## config.mk

```make
export PLATFORM = sky130hd
export DESIGN_NAME = pwm_capture
export DESIGN_NICKNAME = d
export VERILOG_FILES = /design/src/rtl/pwm_pkg.sv /design/src/rtl/pwm_input_conditioner.sv /design/src/rtl/pwm_capture.sv
export SDC_FILE = /design/constraint.sdc
export NUM_CORES = 1
export LEC_CHECK = 0
export CAP_MARGIN = 5
export CORE_UTILIZATION = 40
export CTS_CLUSTER_DIAMETER = 40
export DETAILED_ROUTE_END_ITERATION = 7
export RECOVER_POWER = 100
export SLEW_MARGIN = 25
export SYNTH_ARGS = -nofsm -noshare
export SYNTH_HDL_FRONTEND = slang
export SYNTH_HIERARCHICAL = 1
export SYNTH_SLANG_ARGS = --single-unit
```

## constraint.sdc

```tcl
create_clock -name CLK -period 10.19 [get_ports CLK]
set_input_delay 2.038 -clock CLK [delete_from_list [all_inputs] [get_ports CLK]]
set_output_delay 2.038 -clock CLK [all_outputs]
set_load 0.05 [all_outputs]
```

## src/rtl/pwm_pkg.sv

```systemverilog
// pwm_pkg: definitions shared by the PWM/blink generators and pwm_capture.
// Holds the default timeout, the counter-width rule and the FSM state encoding.
package pwm_pkg;

  // 4 s at 12 MHz
  localparam int MAX_TICKS_DEFAULT = 48_000_000;

  typedef enum logic [1:0] {
    ST_IDLE = 2'd0,
    ST_HIGH = 2'd1,
    ST_LOW  = 2'd2
  } pwm_state_e;

  // Counter width able to hold 0..max_ticks
  function automatic int cnt_width(input int max_ticks);
    return $clog2(max_ticks + 1);
  endfunction

endpackage

```

## src/rtl/pwm_input_conditioner.sv

```systemverilog
// pwm_input_conditioner: synchronizes the asynchronous pin and, when the
// PWM_CAPTURE_GLITCH_FILTER_EN macro is defined, suppresses pulses shorter
// than FILTER_TICKS cycles. Without the macro lvl_o is the last sync stage.
module pwm_input_conditioner #(
  parameter int SYNC_STAGES = 2
`ifdef PWM_CAPTURE_GLITCH_FILTER_EN
  , parameter int FILTER_TICKS = 4
`endif
) (
  input  logic clk_i,
  input  logic rst_i,
  input  logic pwm_i,
  output logic lvl_o
);

  for (genvar gi = 0; gi < SYNC_STAGES; gi++) begin : g_sync
    logic stage_d;
    logic stage_q;
    if (gi == 0) begin : g_first
      assign stage_d = pwm_i;
    end else begin : g_rest
      assign stage_d = g_sync[gi-1].stage_q;
    end
    // Retime the pin one stage per clock
    always_ff @(posedge clk_i or posedge rst_i) begin
      if (rst_i) stage_q <= 1'b0;
      else       stage_q <= stage_d;
    end
  end

  logic sync_out;
  assign sync_out = g_sync[SYNC_STAGES-1].stage_q;

`ifdef PWM_CAPTURE_GLITCH_FILTER_EN
  localparam int FW = (FILTER_TICKS > 1) ? $clog2(FILTER_TICKS) : 1;

  logic          lvl_q, lvl_d;
  logic [FW-1:0] flt_q, flt_d;

  // Follow the synced input only after it disagrees for FILTER_TICKS cycles in a row
  always_comb begin
    lvl_d = lvl_q;
    flt_d = '0;
    if (sync_out != lvl_q) begin
      if (flt_q == FW'(FILTER_TICKS - 1)) begin
        lvl_d = sync_out;
      end else begin
        flt_d = flt_q + 1'b1;
      end
    end
  end

  // Filter state register
  always_ff @(posedge clk_i or posedge rst_i) begin
    if (rst_i) begin
      lvl_q <= 1'b0;
      flt_q <= '0;
    end else begin
      lvl_q <= lvl_d;
      flt_q <= flt_d;
    end
  end

  assign lvl_o = lvl_q;
`else
  assign lvl_o = sync_out;
`endif

endmodule

```

## src/rtl/pwm_capture.sv

```systemverilog
// pwm_capture: measures period and high time of a pulse train in clock ticks
// and flags a line with no edges for MAX_TICKS ticks.
// Optional glitch filter: define PWM_CAPTURE_GLITCH_FILTER_EN.
module pwm_capture
  import pwm_pkg::*;
#(
  parameter int MAX_TICKS    = MAX_TICKS_DEFAULT,
  parameter int SYNC_STAGES  = 2,
  parameter int FILTER_TICKS = 4
) (
  input  logic                           CLK,
  input  logic                           RST,
  input  logic                           PWM_IN,
  output logic [$clog2(MAX_TICKS+1)-1:0] PERIOD,
  output logic [$clog2(MAX_TICKS+1)-1:0] DUTY,
  output logic                           VALID,
  output logic                           STUCK,
  output logic                           LEVEL
);

  localparam int CW = cnt_width(MAX_TICKS);
`ifdef PWM_CAPTURE_GLITCH_FILTER_EN
  localparam int FILTER_DELAY = FILTER_TICKS;
`else
  localparam int FILTER_DELAY = 0 * FILTER_TICKS;
`endif
  // Cycles after reset until lvl reflects the pin; a line already high at
  // reset must not look like a rising edge.
  localparam int PRIME = SYNC_STAGES + FILTER_DELAY + 1;
  localparam int PW    = $clog2(PRIME + 1);

  logic lvl;

  pwm_input_conditioner #(
    .SYNC_STAGES (SYNC_STAGES)
`ifdef PWM_CAPTURE_GLITCH_FILTER_EN
    , .FILTER_TICKS(FILTER_TICKS)
`endif
  ) u_cond (
    .clk_i (CLK),
    .rst_i (RST),
    .pwm_i (PWM_IN),
    .lvl_o (lvl)
  );

  logic          lvl_q;
  logic [PW-1:0] prime_q;
  pwm_state_e    state_q, state_d;
  logic [CW-1:0] cnt_q, cnt_d;
  logic [CW-1:0] hi_q, hi_d;
  logic [CW-1:0] period_q, period_d;
  logic [CW-1:0] duty_q, duty_d;
  logic          valid_q, valid_d;
  logic          stuck_q, stuck_d;

  logic primed, rise, fall, at_max;
  assign primed = (prime_q == PW'(PRIME));
  assign rise   = primed &  lvl & ~lvl_q;
  assign fall   = primed & ~lvl &  lvl_q;
  assign at_max = (cnt_q == CW'(MAX_TICKS));

  // Previous level for edge detection, and the startup settle counter
  always_ff @(posedge CLK or posedge RST) begin
    if (RST) begin
      lvl_q   <= 1'b0;
      prime_q <= '0;
    end else begin
      lvl_q <= lvl;
      if (!primed) prime_q <= prime_q + 1'b1;
    end
  end

  // Next-state: tick counter, measurement FSM and result registers
  always_comb begin
    state_d  = state_q;
    cnt_d    = at_max ? cnt_q : cnt_q + 1'b1;
    hi_d     = hi_q;
    period_d = period_q;
    duty_d   = duty_q;
    valid_d  = 1'b0;
    stuck_d  = stuck_q;
    if (rise) cnt_d = CW'(1);
    unique case (state_q)
      ST_IDLE: begin
        if (rise) state_d = ST_HIGH;
      end
      ST_HIGH: begin
        if (fall) begin
          state_d = ST_LOW;
          hi_d    = cnt_q;
        end else if (at_max) begin
          state_d = ST_IDLE;
          stuck_d = 1'b1;
        end
      end
      ST_LOW: begin
        if (rise) begin
          state_d  = ST_HIGH;
          period_d = cnt_q;
          duty_d   = hi_q;
          valid_d  = 1'b1;
          stuck_d  = 1'b0;
        end else if (at_max) begin
          state_d = ST_IDLE;
          stuck_d = 1'b1;
        end
      end
      default: state_d = ST_IDLE;
    endcase
  end

  // State and output registers; reset aborts any measurement in progress
  always_ff @(posedge CLK or posedge RST) begin
    if (RST) begin
      state_q  <= ST_IDLE;
      cnt_q    <= '0;
      hi_q     <= '0;
      period_q <= '0;
      duty_q   <= '0;
      valid_q  <= 1'b0;
      stuck_q  <= 1'b0;
    end else begin
      state_q  <= state_d;
      cnt_q    <= cnt_d;
      hi_q     <= hi_d;
      period_q <= period_d;
      duty_q   <= duty_d;
      valid_q  <= valid_d;
      stuck_q  <= stuck_d;
    end
  end

  assign PERIOD = period_q;
  assign DUTY   = duty_q;
  assign VALID  = valid_q;
  assign STUCK  = stuck_q;
  assign LEVEL  = lvl;

endmodule
```

==> run summary <==
The later pin in the worst-skew pair is clocked with a latency of 0.41 ns. For the number of buffers between clock root and the deepest sink, the log shows 2. For this run the aggregate overflow at the end of global routing stands at 0. The H-tree depth reported by CTS was 4. After clock tree synthesis, the clock-pin slew on the worst setup and hold paths is 0.05 ns. By area the synthesized netlist is led by sky130_fd_sc_hd__dfrtp_1 60%, sky130_fd_sc_hd__mux2_2 18%, sky130_fd_sc_hd__nand2_1 1.9%. Synthesis inferred 113 register bits.

Number of global-route vias before repair: 3099. For this run, the top clock speed supported by timing is 247 MHz. Measured against its own limit, the worst slew margin works out to -92.1%. Global routing consumed, over all layers together, 16.3% of the routing resources. The logs give 0 for the post-CTS setup buffer count and 5780 microns for the final HPWL from detailed placement.

The slew at the pin with the worst max-slew slack came out at 2.88 ns. The final critical path takes up 39.7% of the cycle. The final layout contains routed wiring with a total length of 9040 microns. The detailed router placed 3035 vias in this run. Cells with a size suffix above 1 make up 26.7% of the layout.

Summed over all cells, the static leakage comes to 2.92 nW. The checks that failed: max-capacitance violations, max-slew violations. The area share of the largest cell type after synthesis was 59.7%; the average wire per standard cell was 15.6 microns. The number of sinks driven by the clock tree was 113. The most used flip-flop cell after synthesis is sky130_fd_sc_hd__dfrtp_1. The number of endpoints with negative hold slack in the final report was 0; the count of synthesis-stage warnings from yosys was 6. The logs give 0 for the post-cts resize count and 1.26 mW for the total power.

Once layout is complete, the cells apart from fillers number 578. Summing the areas of all compound-gate instances in the mapped netlist gives 4.41% of the synthesized area. The final RePlAce weighted congestion was 0.814. TritonCTS built the clock tree. The number of antenna violations at the first check in global routing is 0. Summing the areas of all and, or, nand and nor instances in the mapped netlist gives 11.9% of the synthesized area.

The cell type of the slowest stage on the worst timing path is sky130_fd_sc_hd__clkbuf_1. The tools report the count of hold-fix buffers inserted at cts as 0. The overall die area was 12300 sq um; the critical-path maximum fanout was 53. The first global-routing pass estimated 15700 microns of wire. The detailed router finished its first iteration with 145 violations.

After synthesis, the share of flip-flops with an asynchronous set or reset is 100%. The type of the tightest min-delay check is register to register. The count of pins over their slew limit is 79, and the count of buffers inserted at the top-level ports is 57.

The area growth from synthesis to layout is 26.8%. In the synthesized netlist, mux cells make up 18.0% of the area. The run finished, with violations left.

The total buffers and inverters traversed by the critical path works out to 1. The post-synthesis sequential area ratio was 59.7%. The average vias per placed instance is 5.25, and the count of nets left with antenna violations after detail routing is 0.

The worst setup path is of the register to register kind. Setup violations remaining at the end of the flow were counted as 0. The total area inside the core boundary comes to 11500 sq um. In this run the count of I/O pins placed on the die edge is 58. The tools report the kind of end point of the critical path as a register.

The worst-case IR drop observed on VDD is 0.120 mV. Counting tap cells, the placed design contains a total of 546 instances. The initial utilization of the core area, before any placement, comes to 41.3%. In the routed design, unresolved DRC markers number 0. For this design the ratio of total power to cell area is 210 nW/um^2.

At the worst endpoint, the required time is 10.47 ns. The critical path's top delay family is buffers and inverters. The die is 111 microns wide. In the layout the commonest cells are 113 x sky130_fd_sc_hd__dfrtp_1, 75 x sky130_fd_sc_hd__mux2_2, 57 x sky130_fd_sc_hd__dlygate4sd3_1, 24 x sky130_fd_sc_hd__nand2_1, 18 x sky130_fd_sc_hd__nor2_1. The main combinational cell family by area after synthesis was multiplexers.

Entering global routing, the biggest net connects 79 pins. The number of core rows is 39, and the number of detailed-routing iterations run before antenna repair is 4. In this run the cell area of the synthesized design comes to 4740 sq um. The number of nets handed over by synthesis was 367. For the worst clock skew, the log shows 0.00909 ns. The critical path goes through ha_1, nand3b_1, nor2_4, clkbuf_1, mux2_2. The number of different library cells in the post-synthesis netlist is 48. The total cell area at the placement stage is 5420 sq um.

The synthesized netlist devotes 2.40% of its cell area to XOR and XNOR gates. Counting flops with a built-in enable in the synthesized netlist gives 0. The most common cell after layout, fill and taps aside was sky130_fd_sc_hd__dfrtp_1. The number of instances in the synthesized netlist was 361.

Count of nets after finishing: 428. The number of buffers added by the clock tree synthesis step is 17, and the final critical path time including I/O delays and setup is 4.05 ns. The adder and majority cell fraction of the synthesized area is 0.792%. Setup repair after global routing left no endpoint under its margin.

0 antenna diodes ended up in the layout. The post-route cell area came out at 6010 sq um. STA classifies the critical path startpoint as a register. The synthesized area per cell is 13.1 sq um.

Of all cell types, the one taking the most synthesized area is sky130_fd_sc_hd__dfrtp_1. At the worst endpoint, the arrival time is 4.33 ns. The largest single stage delay on the critical path is 2.03 ns.

The setup TNS came out at 0 ns. Reported max-cap violation count: 2. The floorplan die height came out at 111 microns.

The master cell of the clock root buffer was sky130_fd_sc_hd__clkbuf_16.
-- state kept, by name (all words and copies together), names as in the netlist, 2 cells and up --
register	flops
DUTY	26
cnt_q	26
PERIOD	26
prime_q	2
state_q	2
hi_q	26
-- final timing paths --
check                                         startpoint                       end  slack, ns  cells past startpoint
worst min-delay path            u_cond/g_sync[0].stage_q              u_cond/lvl_o       0.35                      0
worst max-delay path                          prime_q[0]                PERIOD[23]       6.14                      5
worst max register to register                prime_q[0]                PERIOD[23]       6.14                      5
max in group asynchronous                            RST                 cnt_q[20]       6.51                      3
worst min register to register  u_cond/g_sync[0].stage_q              u_cond/lvl_o       0.35                      0
min in group asynchronous                            RST  u_cond/g_sync[0].stage_q       1.96                      2
-- layout make-up --
| type | instances | area, sq um |
|---|---|---|
| clock buffers | 22 | 474 |
| clock inverters | 10 | 133 |
| fillers | 1012 | 5460 |
| inverters | 8 | 31.3 |
| multi-input cells | 222 | 1770 |
| flip-flops and latches | 113 | 2830 |
| well taps | 143 | 179 |
| repair buffers | 60 | 589 |
-- where the power goes --
group / leakage (nW) / total, mW / switching (mW) / internal [mW]
registers: 1.54 / 0.508 / 0.0273 / 0.481
clock network: 0.292 / 0.597 / 0.196 / 0.401
logic: 1.08 / 0.158 / 0.101 / 0.0567
-- logic make-up (layout without fill, tap and decap cells) --
group	after synthesis	in the layout
compound gates	33	33
flops	113	113
buf+inv	26	100
xor+xnor	13	13
mux	76	76
fa+ha+maj	3	3
simple gates	97	97
-- stage by stage --
step | utilization [%] | hold WS, ns | setup WS (ns)
6_report | 52.4 | 0.353 | 6.14
5_1_grt | 52.4 | 0.361 | 5.78
4_1_cts | 52.5 | 0.358 | 6.39
3_5_place_dp | 47.3 | 0.346 | 6.33
3_3_place_gp | 47.3 | 0.340 | 6.36
2_1_floorplan | - | 0.331 | 5.22
-- cells in the mapped netlist (2+ instances only) --
cell type / instances
sky130_fd_sc_hd__nand3_1: 8
sky130_fd_sc_hd__nand4_2: 2
sky130_fd_sc_hd__nand4_1: 4
sky130_fd_sc_hd__o211ai_1: 2
sky130_fd_sc_hd__clkbuf_2: 2
sky130_fd_sc_hd__nand2b_1: 3
sky130_fd_sc_hd__nand4b_1: 2
sky130_fd_sc_hd__and4_1: 2
sky130_fd_sc_hd__nor2_1: 19
sky130_fd_sc_hd__or4_1: 5
sky130_fd_sc_hd__clkbuf_1: 8
sky130_fd_sc_hd__a21oi_1: 9
sky130_fd_sc_hd__ha_1: 3
sky130_fd_sc_hd__inv_1: 8
sky130_fd_sc_hd__mux2_2: 75
sky130_fd_sc_hd__o21ai_0: 9
sky130_fd_sc_hd__buf_2: 4
sky130_fd_sc_hd__dfrtp_1: 113
sky130_fd_sc_hd__o31ai_1: 6
sky130_fd_sc_hd__xnor2_1: 8
sky130_fd_sc_hd__buf_6: 2
sky130_fd_sc_hd__nor3_1: 4
sky130_fd_sc_hd__or3_1: 3
sky130_fd_sc_hd__nand3b_1: 5
sky130_fd_sc_hd__nand2_1: 24
sky130_fd_sc_hd__xor2_1: 5
sky130_fd_sc_hd__nor4_1: 5
-- routing by layer --
metal	wire (microns)	track usage (%)	part of all wire, %
met3	321	4.70	3.6
met1	4310	21.9	48
met2	4280	24.6	47
met4	133	7.20	1.5
met5	0	0	0
Note: power is estimated with default switching activity, not from simulation.
